File: config.mk
export PLATFORM = sky130hd
export DESIGN_NAME = counter_sweep_ctrl
export DESIGN_NICKNAME = d
export VERILOG_FILES = /design/src/rtl/counter_pkg.sv /design/src/rtl/sweep_step_timer.sv /design/src/rtl/counter_sweep_ctrl.sv
export SDC_FILE = /design/constraint.sdc
export NUM_CORES = 1
export LEC_CHECK = 0
export CAP_MARGIN = 20
export CORE_UTILIZATION = 35
export CTS_BUF_LIST = sky130_fd_sc_hd__clkbuf_4
export DETAILED_ROUTE_END_ITERATION = 7
export RECOVER_POWER = 100
export SYNTH_ARGS = -nofsm -noshare
export SYNTH_HDL_FRONTEND = slang
export SYNTH_SLANG_ARGS = --single-unit
File: constraint.sdc
create_clock -name CLK -period 2.8 [get_ports CLK]
set_clock_uncertainty 0.1 [all_clocks]
set_input_delay 0.56 -clock CLK [delete_from_list [all_inputs] [get_ports CLK]]
set_output_delay 0.56 -clock CLK [all_outputs]
set_load 0.05 [all_outputs]
File: src/rtl/counter_pkg.sv
// counter_pkg: shared state/direction encodings and default width for the sweep controller
package counter_pkg;
    typedef enum logic [1:0] {
        IDLE = 2'd0,
        LOAD = 2'd1,
        STEP = 2'd2,
        DONE = 2'd3
    } state_e;
    localparam logic DIR_UP        = 1'b1;
    localparam logic DIR_DOWN      = 1'b0;
    localparam int   DEFAULT_WIDTH = 5;
endpackage

File: src/rtl/sweep_step_timer.sv
// sweep_step_timer: STEP_DIV prescaler, Tick high on the last count of each 0..STEP_DIV-1 period
// Ports: CLK clock, RST async active-low reset, Clear restarts the period at 0, Tick one-cycle step strobe
module sweep_step_timer #(
    parameter int STEP_DIV = 1
) (
    input  logic CLK,
    input  logic RST,
    input  logic Clear,
    output logic Tick
);
    localparam int CW = STEP_DIV > 1 ? $clog2(STEP_DIV) : 1;
    logic [CW-1:0] cnt_q, cnt_d;
    assign Tick  = cnt_q == CW'(STEP_DIV - 1);
    assign cnt_d = (Clear || Tick) ? '0 : cnt_q + CW'(1);
    always_ff @(posedge CLK or negedge RST)
        if (!RST) cnt_q <= '0;
        else      cnt_q <= cnt_d;
endmodule

File: src/rtl/counter_sweep_ctrl.sv
// counter_sweep_ctrl: command-driven sequencer that loads a counter and steps it toward a stop value
// Ports: CLK/RST clock and async active-low reset; Cmd_* valid/ready sweep command; Abort cancel;
//        Busy/Done/Aborted/Err status; Cnt_IN/Cnt_Load/Cnt_Up/Cnt_Down counter controls;
//        Cnt_Value/Cnt_High/Cnt_Low counter feedback
module counter_sweep_ctrl
    import counter_pkg::*;
#(
    parameter int WIDTH    = DEFAULT_WIDTH,
    parameter int STEP_DIV = 1
) (
    input  logic             CLK,
    input  logic             RST,
    input  logic             Cmd_Valid,
    output logic             Cmd_Ready,
    input  logic [WIDTH-1:0] Cmd_Start,
    input  logic [WIDTH-1:0] Cmd_Stop,
    input  logic             Abort,
    output logic             Busy,
    output logic             Done,
    output logic             Aborted,
    output logic             Err,
    output logic [WIDTH-1:0] Cnt_IN,
    output logic             Cnt_Load,
    output logic             Cnt_Up,
    output logic             Cnt_Down,
    input  logic [WIDTH-1:0] Cnt_Value,
    input  logic             Cnt_High,
    input  logic             Cnt_Low
);
    state_e           state_q, state_d;
    logic [WIDTH-1:0] start_q, stop_q, prev_q;
    logic             dir_q, err_q, aborted_q, stepped_q;
    logic             accept, abort_hit, at_stop, stall, tick, step;

    sweep_step_timer #(.STEP_DIV(STEP_DIV)) u_timer (
        .CLK  (CLK),
        .RST  (RST),
        .Clear(state_q != STEP),
        .Tick (tick)
    );

    assign accept    = state_q == IDLE && Cmd_Valid;
    assign abort_hit = Abort && (state_q == LOAD || state_q == STEP);
    assign at_stop   = Cnt_Value == stop_q;
    // a step issued last cycle must have moved the counter by exactly one
    assign stall     = stepped_q &&
                       Cnt_Value != (dir_q == DIR_UP ? prev_q + WIDTH'(1) : prev_q - WIDTH'(1));
    // never push the counter into its own saturation, and let abort/stall/stop suppress the step
    assign step      = state_q == STEP && !Abort && !stall && !at_stop && tick &&
                       (dir_q == DIR_UP ? !Cnt_High : !Cnt_Low);

    always_ff @(posedge CLK or negedge RST)
        if (!RST) begin
            state_q   <= IDLE;
            start_q   <= '0;
            stop_q    <= '0;
            prev_q    <= '0;
            dir_q     <= DIR_DOWN;
            err_q     <= 1'b0;
            aborted_q <= 1'b0;
            stepped_q <= 1'b0;
        end else begin
            state_q   <= state_d;
            aborted_q <= abort_hit;
            stepped_q <= step;
            if (step) prev_q <= Cnt_Value;
            if (accept) begin
                start_q <= Cmd_Start;
                stop_q  <= Cmd_Stop;
                dir_q   <= Cmd_Stop > Cmd_Start ? DIR_UP : DIR_DOWN;
            end
            err_q <= accept ? 1'b0 : (state_q == STEP && !Abort && stall) ? 1'b1 : err_q;
        end

    always_comb begin
        state_d = state_q;
        case (state_q)
            IDLE:    state_d = accept ? LOAD : IDLE;
            LOAD:    state_d = Abort ? IDLE : STEP;
            STEP:    state_d = (Abort || stall) ? IDLE : at_stop ? DONE : STEP;
            default: state_d = IDLE;
        endcase
    end

    always_comb begin
        Cmd_Ready = state_q == IDLE;
        Busy      = state_q != IDLE;
        Done      = state_q == DONE;
        Aborted   = aborted_q;
        Err       = err_q;
        Cnt_IN    = start_q;
        Cnt_Load  = state_q == LOAD && !Abort;
        Cnt_Up    = step && dir_q == DIR_UP;
        Cnt_Down  = step && dir_q == DIR_DOWN;
    end
endmodule

* Word level (Yosys, flattened, before mapping)
Cells that the tools add are included.
** Cells by class
- Add/subtract/negate cells :: 3
- Magnitude comparators :: 1
- Eq/ne operators :: 6
- Muxes and demuxes :: 11
- Bitwise logic cells :: 2
- Reduce and logical (&&, ||, !) cells :: 23
** Operator list (number)
- $logic_and 1x1->1 :: 12
- $mux 1 :: 7
- $pmux 2 s3 :: 1
- $add 5x1->5 const B :: 1
- $eq 5x5->1 :: 1
- $gt 5x5->1 :: 1
- $logic_not 1->1 :: 5
- $mux 5 :: 1
- $ne 5x5->1 :: 1
- $sub 5x1->5 const B :: 1
- $eq 2x2->1 const B :: 2
- $mux 2 :: 2
- $reduce_bool 2->1 :: 2
- $logic_or 1x1->1 :: 3
- $eq 2x1->1 const B :: 1
- $logic_not 2->1 :: 1
- $ne 2x2->1 const B :: 1
- $not 1->1 :: 2
- $add 1x1->1 const B :: 1
** Word-level totals
- Flip-flop bits (word level) :: 22
- Input bits :: 21
- Output and inout bits :: 13
- Logic and storage cells :: 55

* Logic depth before layout (Yosys ltp)
Gate-level depths: netlist (run 1).
- Depth after elaboration :: 10
- Depth in mapped cells :: 8
- Gate-level depth less buffers :: 8

* Hierarchy
Synthesis (run 1) repeated with hierarchy kept, for this count alone.
** Second synthesis, totals
- Cell total of the unflattened synthesis :: 122
- Area total of the unflattened synthesis :: 1331.3 sq um
** Modules (own cells, without submodules)
- counter_sweep_ctrl :: times used 1, cells each 119, area each 1298.7 sq um, seq. area each 525.5 sq um
- sweep_step_timer :: times used 1, cells each 3, area each 32.5 sq um, seq. area each 25.0 sq um

* Worst setup path after synthesis (run 1)
Ideal clock, no wire load.
- Path kind :: flip-flop to output port
- Start point :: register dir_q
- End point :: output port Cnt_Down
- Arrival :: 2.787 ns
- Data required time :: 2.140 ns
- Slack :: -0.647 ns
- Cell stages (with the launch flop) :: 8
- Buffers on the path :: 0
- Path through :: dfrtp_1 -> inv_1 -> ha_1 -> xor3_1 -> nand4_1 -> nor3_2 -> a32oi_4 -> nor3_1
** Between the ends
- Longest elaborated chain between the ends :: 9
- Elaborated cells on any way between the ends :: 11
- Classes of those cells :: 1 x eq/ne; 2 x mux; 1 x bitwise; 7 x reduce/logical
** Ends and longest elaborated chain
- start: declaration :: line counter_sweep_ctrl.sv:32 : logic dir_q, err_q, aborted_q, stepped_q;
- start signal: assignment :: line counter_sweep_ctrl.sv:70 : dir_q <= Cmd_Stop > Cmd_Start ? DIR_UP : DIR_DOWN;
- $mux 5 :: line counter_sweep_ctrl.sv:47 : Cnt_Value != (dir_q == DIR_UP ? prev_q + WIDTH'(1) : prev_q - WIDTH'(1));
- $ne 5x5->1 :: line counter_sweep_ctrl.sv:47
- $logic_and 1x1->1 :: line counter_sweep_ctrl.sv:46 : assign stall = stepped_q &&
- $logic_not 1->1 :: line counter_sweep_ctrl.sv:49 : assign step = state_q == STEP && !Abort && !stall && !at_stop && tick &&
- $logic_and 1x1->1 (4 in series) :: line counter_sweep_ctrl.sv:49
- $logic_and 1x1->1 (*) :: line counter_sweep_ctrl.sv:94 : Cnt_Down = step && dir_q == DIR_DOWN;
- end: declaration :: line counter_sweep_ctrl.sv:25 : output logic Cnt_Down,
Mark *: on every way between the ends. The rest lies on a longest branch, timed or not.

* Worst setup path in the final report (run 1)
- Start point :: register prev_q[0]
- End point :: output port Cnt_Up
** Between the ends
- Longest elaborated chain between the ends :: 10
- Elaborated cells on any way between the ends :: 11
- Classes of those cells :: 2 x add/sub; 1 x eq/ne; 1 x mux; 7 x reduce/logical
** Ends and longest elaborated chain
- start: declaration :: line counter_sweep_ctrl.sv:31 : logic [WIDTH-1:0] start_q, stop_q, prev_q;
- start signal: assignment :: line counter_sweep_ctrl.sv:66 : if (step) prev_q <= Cnt_Value;
- $sub 5x1->5 / $add 5x1->5 (equally long branches) :: line counter_sweep_ctrl.sv:47
- $mux 5 (*) :: line counter_sweep_ctrl.sv:47
- $ne 5x5->1 (*) :: line counter_sweep_ctrl.sv:47
- $logic_and 1x1->1 (*) :: line counter_sweep_ctrl.sv:46
- $logic_not 1->1 (*) :: line counter_sweep_ctrl.sv:49
- $logic_and 1x1->1 (*) (4 in series) :: line counter_sweep_ctrl.sv:49
- $logic_and 1x1->1 (*) :: line counter_sweep_ctrl.sv:93 : Cnt_Up = step && dir_q == DIR_UP;
- end: declaration :: line counter_sweep_ctrl.sv:24 : output logic Cnt_Up,
Marks and branches as above.

==> results of run 1 <==
## cell usage in the layout (no fill, tap or decap), types with 2 or more instances in the layout
cell type / n
nand2_1: 8
dlygate4sd3_1: 10
nand3_1: 4
nor2b_1: 3
a21oi_1: 5
buf_12: 2
inv_1: 11
nor3_1: 2
o21ai_0: 7
xnor2_1: 5
clkdlybuf4s50_1: 20
nor3_4: 2
nand2b_1: 2
xor2_1: 4
dfrtp_1: 21
o22ai_1: 2
clkbuf_1: 2
o21a_1: 4
buf_4: 11
ha_1: 11
clkbuf_4: 4
mux2_2: 6
mux2_4: 5
## timing repair
action / 4_1_cts / 5_1_grt
setup buffers: 1 / 2
resized for setup: 0 / 2
setup endpoints to repair: 2 / 7
pin swaps: 1 / 1
## cells by family after synthesis
| kind of cell | after synthesis | share of synthesized area, % |
|---|---|---|
| fa+ha+maj | 13 | 12.83 |
| other cells | 1 | 0.2827 |
| xor+xnor | 11 | 8.396 |
| buf+inv | 14 | 3.962 |
| flops | 22 | 41.51 |
| mux | 11 | 10.75 |
| compound gates | 20 | 10.28 |
| simple gates | 28 | 11.98 |
## synth_stat cells
cell type / count / area [um2]
mux2_2: 6 / 67.56
a32oi_4: 1 / 27.53
o21ai_0: 7 / 35.03
clkbuf_1: 1 / 3.750
and3_1: 1 / 6.260
o22ai_1: 2 / 12.51
mux2_4: 5 / 75.07
xor2_1: 5 / 43.79
nand2_1: 8 / 30.03
xnor2_1: 5 / 43.79
nand2b_1: 2 / 12.51
dfrtp_1: 22 / 550.5
or3_4: 1 / 11.26
conb_1: 1 / 3.750
nand3_1: 4 / 20.02
ha_1: 12 / 150.1
xor3_1: 1 / 23.77
a21oi_1: 5 / 25.02
and2_1: 1 / 6.260
nor3_2: 1 / 10.01
o21a_1: 4 / 30.03
nor2_4: 1 / 11.26
nand4_1: 1 / 6.260
nor2b_1: 3 / 18.77
inv_1: 13 / 48.80
or3_1: 1 / 6.260
a31oi_1: 1 / 6.260
nor3_1: 4 / 20.02
fa_1: 1 / 20.02
## layer usage
metal,up-vias,share of wire (%),global-route usage (%)
met5,-,0,0
met4,0,0.80,5.966
met3,2,3.4,2.899
met2,19,49,25.66
met1,468,47,18.85
li1,501,-,-
## how the worst max path moves through the flow
stage                  from     end  cells past startpoint  slack, ns
6_report          prev_q[0]  Cnt_Up                      8      -0.28
4_1_cts           prev_q[0]  Cnt_Up                      8      -0.32
5_1_grt           prev_q[0]  Cnt_Up                      8      -0.44
3_5_place_dp   Cnt_Value[3]  Cnt_Up                      7      -0.15
3_3_place_gp   Cnt_Value[3]  Cnt_Up                      7      -0.16
2_1_floorplan     prev_q[0]  Cnt_Up                      7      -0.02
## registers in the layout, indices dropped and copies added (netlist names)
| name | count |
|---|---|
| state_q | 2 |
| Aborted | 1 |
| Cnt_IN | 5 |
| stop_q | 5 |
| Err | 1 |
| prev_q | 5 |
| dir_q | 1 |
| u_timer.cnt_q | 1 |
| stepped_q | 1 |
## worst register-to-register path, stage by stage (launching register included)
cell and delay, ns:
dfrtp_1 0.39, inv_2 0.05, fa_2 0.59, xor2_2 0.15, nand4_1 0.14, nor3_2 0.21, a32oi_4 0.17, buf_4 0.18
buf_4 0.14, nor2_4 0.24, mux2_4 0.33
## per-stage QoR
step           util (%)  cell area [um2]  worst slack (ns)  cells
2_1_floorplan         -             1365          -0.01813    120
3_3_place_gp      53.25             1847           -0.1604    207
3_5_place_dp      53.25             1847           -0.1491    207
4_1_cts           54.33             1884           -0.3203    212
5_1_grt           54.47             1889           -0.4359    214
6_report          54.47             1889           -0.2794    214
## area by class of cell
type,count,area [um2],share of cell area [%]
multi-input combinational,84,768.2,40.66
tap,46,57.56,3.046
sequential,22,551.8,29.21
clock buffer,4,30.03,1.589
timing repair buffer,45,430.4,22.78
inverter,13,51.30,2.715
## power groups by stage
stage          registers (mW)  clock network (mW)  logic, mW
3_5_place_dp            0.552                   0       1.22
4_1_cts                 0.545               0.169       1.26
3_3_place_gp            0.543                   0       1.20
2_1_floorplan           0.690                   0      0.732
5_1_grt                 0.564               0.185       1.35
6_report                0.543               0.159       1.25
==> impl_metrics.env, run 1 <==
export IMPL_fin_hold_ws_ns=0.4010
export IMPL_p_sw_share_pct=43.81
export IMPL_cts_made_buffers=3
export IMPL_first_pass_iters=4
export IMPL_ir_drop_mv=0.4515
export IMPL_postCtsHoldBufs=0
export IMPL_wl_um=2745
export IMPL_cp_slowest_stage_delay_ns=0.59
export IMPL_netSwitchingPower_mw=0.8537
export IMPL_hold_path_class="reg2reg"
export IMPL_max_freq_mhz=324.7
export IMPL_worst_path_max_delay_cell="fa_2"
export IMPL_clkLatencyLatePin_ns=0.30
export IMPL_setup_viol=2
export IMPL_via_per_inst=4.626
export IMPL_syn_mean_instance_area_um2=11.05
export IMPL_syn_area_um2=1326
export IMPL_synth_seq_cells=22
export IMPL_wl_per_cell_um=12.83
export IMPL_slew_headroom_pct=20.17
export IMPL_cts_root_buf="clkbuf_4"
export IMPL_final_max_slew_viol_count=0
export IMPL_drt_iter0_drc=30
export IMPL_synthCells=120
export IMPL_drc=0
export IMPL_synth_nets=154
export IMPL_worst_slew_pin_slew_ns=1.198
export IMPL_gp_congestion=0.7652
export IMPL_leakage_nw=0.8577
export IMPL_cp_top_family="simple AND/OR/NAND/NOR gates"
export IMPL_hpwl_um=2221
export IMPL_p_int_mw=1.095
export IMPL_clockPowerShare_pct=8.2
export IMPL_grt_overflow_total=0
export IMPL_path_max_fanout=3
export IMPL_antenna_found_initial=0
export IMPL_core_um2=3468
export IMPL_fin_setup_tns_ns=-0.4829
export IMPL_reg2reg_from="prev_q[0]"
export IMPL_holdPathStages=2
export IMPL_final_hold_viol_count=0
export IMPL_drive_gt1_share_pct=23.81
export IMPL_p_comb_share_pct=63.9
export IMPL_hp_start="Cnt_IN[1]"
export IMPL_rsz0062_at_grt="yes"
export IMPL_cts_clk_slew_worst_paths_ns=0.12
export IMPL_pin_count=34
export IMPL_finalCritPeriodShare_pct=110.0
export IMPL_fp_row_count=21
export IMPL_grt_usage_pct=15.19
export IMPL_cp_num_buf_inv=2
export IMPL_path_cells="inv_2 > fa_2 > xor2_2 > nand4_1 > nor3_2 > a32oi_4 > nor3_4 > buf_12"
export IMPL_dieArea_um2=4039
export IMPL_period_needed_ns=3.079
export IMPL_yosys_warnings=0
export IMPL_grt_max_degree=23
export IMPL_grt_pass1_wl_um=4733
export IMPL_grt_pass1_vias=1063
export IMPL_maxCapViolCount=0
export IMPL_clockBufferDepth=2
export IMPL_power_total_mw=1.949
export IMPL_synth_seq_area_share_pct=41.51
export IMPL_r2r_cells=10
export IMPL_path_class="reg2out"
export IMPL_violations="setup timing"
export IMPL_nets=203
export IMPL_die_h_um=63.56
export IMPL_worst_slack_ns=-0.2794
export IMPL_ys_types=29
export IMPL_cp_start_kind="register"
export IMPL_clock_sinks=22
export IMPL_timing_rr_end="prev_q[3]"
export IMPL_p_seq_share_pct=27.9
export IMPL_dieWidth_um=63.56
export IMPL_syn_to_final_growth_pct=42.45
export IMPL_min_to="Cnt_IN[1]"
export IMPL_cp_required_ns=2.14
export IMPL_n_fill_cell=341
export IMPL_endpoint_kind="output pin"
export IMPL_status="finished with violations"
export IMPL_start_util_pct=38.24
export IMPL_vias=990
export IMPL_htree_levels=1
export IMPL_power_density_nw_per_um2=1031
export IMPL_worstPathArrival_ns=2.42
export IMPL_rrSetupSlack_ns=0.03
export IMPL_ant_nets=0
export IMPL_cts_tree="built"
export IMPL_port_buffers=33
export IMPL_antennaDiodeCount=0
Power figures use the tool's default switching activity.
==> run 2, diff against run 1 <==
--- a/config.mk
+++ b/config.mk
@@ -6,7 +6,7 @@
 export NUM_CORES = 1
 export LEC_CHECK = 0
 export CAP_MARGIN = 20
-export CORE_UTILIZATION = 35
+export CORE_UTILIZATION = 36
 export CTS_BUF_LIST = sky130_fd_sc_hd__clkbuf_4
 export DETAILED_ROUTE_END_ITERATION = 7
 export RECOVER_POWER = 100
==> run 2 against run 1 <==
  * The flow still finishes with violations (setup timing)
  * Combinational power hardly changed
  * Worst setup slack better by 0.029 ns
  * Non-clock buffer count is 3 lower
  * Global-route usage grew 0.19 points
  * Sequential share of layout area did not move
  * Count of clock-buffer cells in the layout down 1
  * Largest power group unchanged
==> impl_metrics.env, run 2 (synthesized netlist as in run 1, its figures left out) <==
export IMPL_status="finished with violations"
export IMPL_violations="setup timing"
export IMPL_grt_pass1_wl_um=4678
export IMPL_htree_levels=1
export IMPL_rsz0062_at_grt="yes"
export IMPL_nets=200
export IMPL_timing_rr_end="prev_q[4]"
export IMPL_netSwitchingPower_mw=0.8645
export IMPL_ant_nets=0
export IMPL_cp_required_ns=2.14
export IMPL_drt_iter0_drc=14
export IMPL_worstPathArrival_ns=2.39
export IMPL_dieArea_um2=3931
export IMPL_maxCapViolCount=0
export IMPL_worst_slew_pin_slew_ns=1.186
export IMPL_grt_overflow_total=0
export IMPL_holdPathStages=2
export IMPL_p_int_mw=1.175
export IMPL_rrSetupSlack_ns=0.13
export IMPL_cp_num_buf_inv=2
export IMPL_grt_max_degree=23
export IMPL_final_hold_viol_count=0
export IMPL_p_sw_share_pct=42.40
export IMPL_finalCritPeriodShare_pct=108.9
export IMPL_final_seq_area_um2=551.8
export IMPL_clockBufferDepth=2
export IMPL_slew_headroom_pct=20.96
export IMPL_fp_row_count=21
export IMPL_dieWidth_um=62.70
export IMPL_via_per_inst=4.801
export IMPL_n_fill_cell=323
export IMPL_drive_gt1_share_pct=22.42
export IMPL_grt_pass1_vias=1093
export IMPL_port_buffers=33
export IMPL_grt_usage_pct=15.38
export IMPL_endpoint_kind="output pin"
export IMPL_power_density_nw_per_um2=1079
export IMPL_syn_to_final_growth_pct=42.45
export IMPL_worst_slack_ns=-0.2502
export IMPL_reg2reg_from="prev_q[0]"
export IMPL_core_um2=3442
export IMPL_path_class="reg2out"
export IMPL_antenna_found_initial=0
export IMPL_r2r_cells=9
export IMPL_post_route_util_pct=54.89
export IMPL_multi_input_area_um2=768.2
export IMPL_antennaDiodeCount=0
export IMPL_p_comb_share_pct=61.4
export IMPL_final_cell_mix="clkdlybuf4s50_1, dfrtp_1, inv_1, ha_1"
export IMPL_die_h_um=62.70
export IMPL_cp_top_family="adder cells"
export IMPL_postCtsHoldBufs=0
export IMPL_vias=1013
export IMPL_setup_viol=2
export IMPL_max_freq_mhz=327.9
export IMPL_hold_path_class="reg2reg"
export IMPL_ir_drop_mv=0.4387
export IMPL_first_pass_iters=4
export IMPL_cts_made_buffers=3
export IMPL_cts_tree="built"
export IMPL_start_util_pct=38.53
export IMPL_dp_cells=206
export IMPL_pin_count=34
export IMPL_cp_slowest_stage_delay_ns=0.59
export IMPL_cts_root_buf="clkbuf_4"
export IMPL_hpwl_um=2226
export IMPL_leakage_nw=0.8407
export IMPL_wl_per_cell_um=12.90
export IMPL_final_max_slew_viol_count=0
export IMPL_period_needed_ns=3.050
export IMPL_drc=0
export IMPL_path_max_fanout=4
export IMPL_cp_start_kind="register"
export IMPL_clkLatencyLatePin_ns=0.32
export IMPL_mostFrequentLayoutCell="clkdlybuf4s50_1"
export IMPL_path_cells="inv_2 > fa_2 > xor2_2 > nand4_1 > nor3_2 > a32oi_4 > nor3_4 > buf_12"
export IMPL_hp_start="stop_q[0]"
export IMPL_cts_clk_slew_worst_paths_ns=0.13
export IMPL_p_seq_share_pct=26.5
export IMPL_worst_path_max_delay_cell="fa_2"
export IMPL_crit_cells=8
export IMPL_clock_sinks=22
export IMPL_cp_startpoint="prev_q[0]"
export IMPL_min_to="stop_q[0]"
export IMPL_clockPowerShare_pct=12.1
export IMPL_gp_congestion=0.7809
export IMPL_final_cell_count_no_fill=211
export IMPL_wl_um=2721
## run 2: how the worst max path moves through the flow
stage,end,slack (ns)
floorplan,Cnt_Up,-0.02
global placement,Cnt_Up,-0.13
detailed placement,Cnt_Up,-0.16
CTS,Cnt_Up,-0.33
global route,Cnt_Up,-0.40
finish,Cnt_Up,-0.25
## run 2: layout make-up
class                   count  area share, %
repair buffers             42          21.59
clock inverters             1          1.589
clock buffers               3          1.192
flip-flops and latches     22          29.21
multi-input cells          84          40.66
inverters                  13          2.715
well taps                  46          3.046
## run 2: metal layers
metal	wire length (um)	GRT usage, %	up-vias
li1	-	-	500
met5	0	0	-
met2	1378	29.35	25
met1	1177	16.23	484
met4	40	3.488	0
met3	126	4.745	4
## run 2: through the flow
stage | power, mW | setup WS [ns] | cell area [um2] | TNS [ns] | hold slack [ns]
finish | 2.039 | -0.2502 | 1889 | -0.4863 | 0.4140
global route | 2.179 | -0.4011 | 1889 | -0.7662 | 0.4546
CTS | 2.032 | -0.3272 | 1882 | -0.6338 | 0.4202
detailed placement | 1.774 | -0.1631 | 1827 | -0.5887 | 0.3816
global placement | 1.744 | -0.1334 | 1827 | -0.4890 | 0.3734
floorplan | 1.422 | -0.01813 | 1365 | -0.01813 | 0.1644
## run 2: worst min-delay path, delay by kind of cell, from the launching register on
kind	cells	cell delay, ns
flip-flops	1	0.38
AO/OA/AOI/OAI	1	0.06
AND/OR/NAND/NOR	1	0.05
## run 2: power groups by stage
stage          Sequential (mW)  Combinational (mW)  Clock [mW]
2_1_floorplan            0.690               0.732           0
3_3_place_gp             0.542                1.20           0
3_5_place_dp             0.548                1.23           0
4_1_cts                  0.544                1.24       0.252
5_1_grt                  0.559                1.35       0.268
6_report                 0.541                1.25       0.247
## run 2: repair_timing
item | in CTS | in global routing
setup buffers | 0 | 1
cloned | 0 | 0
resized for setup | 1 | 1
pin swaps | 2 | 2
setup endpoints to repair | 2 | 7
==> run 3, diff against run 2 <==
==> constraint.sdc (replaced) <==
create_clock -name CLK -period 2.8 [get_ports CLK]
set_clock_uncertainty 0.1 [all_clocks]
set_input_delay 0.56 -clock CLK [delete_from_list [all_inputs] [get_ports CLK]]
set_output_delay 0.56 -clock CLK [all_outputs]
set_load 0.1 [all_outputs]
==> run 3 against run 2 <==
  * The flow still finishes with violations (setup timing)
  * Sequential share of layout area increased by 0.92 points
  * Wire length fell by 1.2%
  * Maximum frequency is 3.0% lower
  * Non-clock buffer count up 1
  * Cell area decreased by 3.0%
  * Worst hold slack improved by 0.0028 ns
  * First-iteration DRC count is 50% higher
  * Critical endpoint unchanged
==> impl_metrics.env, run 3 (synthesized netlist as in run 1, its figures left out) <==
export IMPL_worst_path_max_delay_cell="fa_2"
export IMPL_final_max_slew_viol_count=0
export IMPL_path_max_fanout=3
export IMPL_mostFrequentLayoutCell="dfrtp_1"
export IMPL_status="finished with violations"
export IMPL_worstPathArrival_ns=2.49
export IMPL_wl_per_cell_um=12.67
export IMPL_antennaDiodeCount=0
export IMPL_power_density_nw_per_um2=1174
export IMPL_hold_path_class="reg2reg"
export IMPL_path_cells="fa_2 > xor2_2 > nand4_1 > nor3_2 > a32oi_4 > nor3_4 > buf_12"
export IMPL_ir_drop_mv=0.7364
export IMPL_clockBufferDepth=2
export IMPL_post_route_util_pct=53.22
export IMPL_htree_levels=1
export IMPL_violations="setup timing"
export IMPL_p_seq_share_pct=25.3
export IMPL_clockPowerShare_pct=7.5
export IMPL_worst_slack_ns=-0.3454
export IMPL_fp_row_count=21
export IMPL_grt_max_degree=23
export IMPL_drt_iter0_drc=21
export IMPL_p_int_mw=1.035
export IMPL_grt_pass1_vias=1002
export IMPL_cp_slowest_stage_delay_ns=0.57
export IMPL_reg2reg_from="dir_q"
export IMPL_drive_gt1_share_pct=25.90
export IMPL_gp_congestion=0.7722
export IMPL_dieArea_um2=3931
export IMPL_setup_viol=2
export IMPL_antenna_found_initial=0
export IMPL_met1Wirelength_um=1232
export IMPL_path_class="reg2out"
export IMPL_final_hold_viol_count=0
export IMPL_cts_tree="built"
export IMPL_wl_um=2687
export IMPL_start_util_pct=38.53
export IMPL_p_sw_share_pct=51.86
export IMPL_endpoint_kind="output pin"
export IMPL_first_pass_iters=4
export IMPL_worst_slew_pin_slew_ns=1.164
export IMPL_rsz0062_at_grt="yes"
export IMPL_cp_top_family="simple AND/OR/NAND/NOR gates"
export IMPL_cts_made_buffers=3
export IMPL_hpwl_um=2211
export IMPL_die_h_um=62.70
export IMPL_via_per_inst=4.764
export IMPL_cp_startpoint="dir_q"
export IMPL_core_um2=3442
export IMPL_leakage_nw=0.8242
export IMPL_top_layer_used="met4"
export IMPL_finalCritPeriodShare_pct=112.3
export IMPL_r2r_cells=8
export IMPL_drc=0
export IMPL_timing_rr_end="prev_q[4]"
export IMPL_port_buffers=33
export IMPL_cp_required_ns=2.14
export IMPL_cp_start_kind="register"
export IMPL_cts_root_buf="clkbuf_4"
export IMPL_p_comb_share_pct=67.2
export IMPL_cp_num_buf_inv=1
export IMPL_cts_clk_slew_worst_paths_ns=0.12
export IMPL_rrSetupSlack_ns=0.10
export IMPL_nets=201
export IMPL_max_freq_mhz=317.9
export IMPL_ant_nets=0
export IMPL_endpoint="Cnt_Up"
export IMPL_final_area_um2=1832
export IMPL_pin_count=34
export IMPL_clkLatencyLatePin_ns=0.30
export IMPL_syn_to_final_growth_pct=38.11
export IMPL_period_needed_ns=3.145
export IMPL_slew_headroom_pct=22.70
export IMPL_wl_met2_um=1346
export IMPL_grt_overflow_total=0
export IMPL_crit_cells=7
export IMPL_netSwitchingPower_mw=1.115
export IMPL_grt_usage_pct=15.72
export IMPL_maxCapViolCount=0
export IMPL_dieWidth_um=62.70
export IMPL_clock_sinks=22
export IMPL_dr_wl_met3_um=93
export IMPL_placed_area_um2=1822
export IMPL_grt_pass1_wl_um=4781
export IMPL_vias=1010
export IMPL_final_cell_mix="dfrtp_1, clkdlybuf4s50_1, ha_1"
[run 3: area by class of cell]
type | instances | area (um2)
well taps | 46 | 57.56
inverters | 13 | 51.30
repair buffers | 43 | 372.9
clock buffers | 4 | 30.03
multi-input cells | 84 | 768.2
flip-flops and latches | 22 | 551.8
fillers | 325 | 1610
[run 3: power groups by stage]
stage | clock, mW | combinational (mW) | sequential (mW)
after global placement | 0 | 1.46 | 0.543
after detailed placement | 0 | 1.48 | 0.550
after global routing | 0.185 | 1.56 | 0.562
after floorplan | 0 | 0.832 | 0.848
after CTS | 0.168 | 1.48 | 0.546
final | 0.162 | 1.44 | 0.544
[run 3: worst min-delay path by stage]
stage,startpoint,end,cells after the start
floorplan,RST,Aborted,0
global placement,Cnt_IN[2],Cnt_IN[2],2
detailed placement,Cnt_IN[3],Cnt_IN[3],2
CTS,Cnt_IN[3],Cnt_IN[3],2
global route,stop_q[0],stop_q[0],2
finish,Cnt_IN[1],Cnt_IN[1],2
[run 3: worst reg2reg max path: cells and delay by family (launching register included)]
family                     cells  cell delay [ns]
adders and majority gates      1             0.57
xor gates and xnor gates       1             0.15
muxes                          1             0.33
DFF                            1             0.47
buffers and inverters          1             0.20
and+or+nand+nor                3             0.59
AOI/OAI and AO/OA              1             0.19
[run 3: metal layers]
metal	up-vias	GRT usage, %
met2	20	26.90
met3	2	2.920
met1	490	19.81
li1	498	-
met5	-	0
met4	0	5.233
[run 3: what timing repair did]
item                       CTS  global route
resized for setup            0             3
setup endpoints to repair    2             5
pin swaps                    0             8
setup buffers                0             1
gates cloned                 0             0
hold buffers                 0             0
[run 3: through the flow]
| step | std cells | worst slack, ns | TNS [ns] | power [mW] | hold WS [ns] |
|---|---|---|---|---|---|
| after floorplan | 120 | -0.3524 | -0.7047 | 1.680 | 0.1644 |
| after global placement | 207 | -0.1316 | -0.5319 | 2.000 | 0.3750 |
| after detailed placement | 207 | -0.1685 | -0.6967 | 2.026 | 0.3876 |
| after CTS | 211 | -0.3494 | -0.6971 | 2.195 | 0.4212 |
| after global routing | 212 | -0.4616 | -0.9295 | 2.304 | 0.4433 |
| final | 212 | -0.3454 | -0.6853 | 2.151 | 0.4168 |
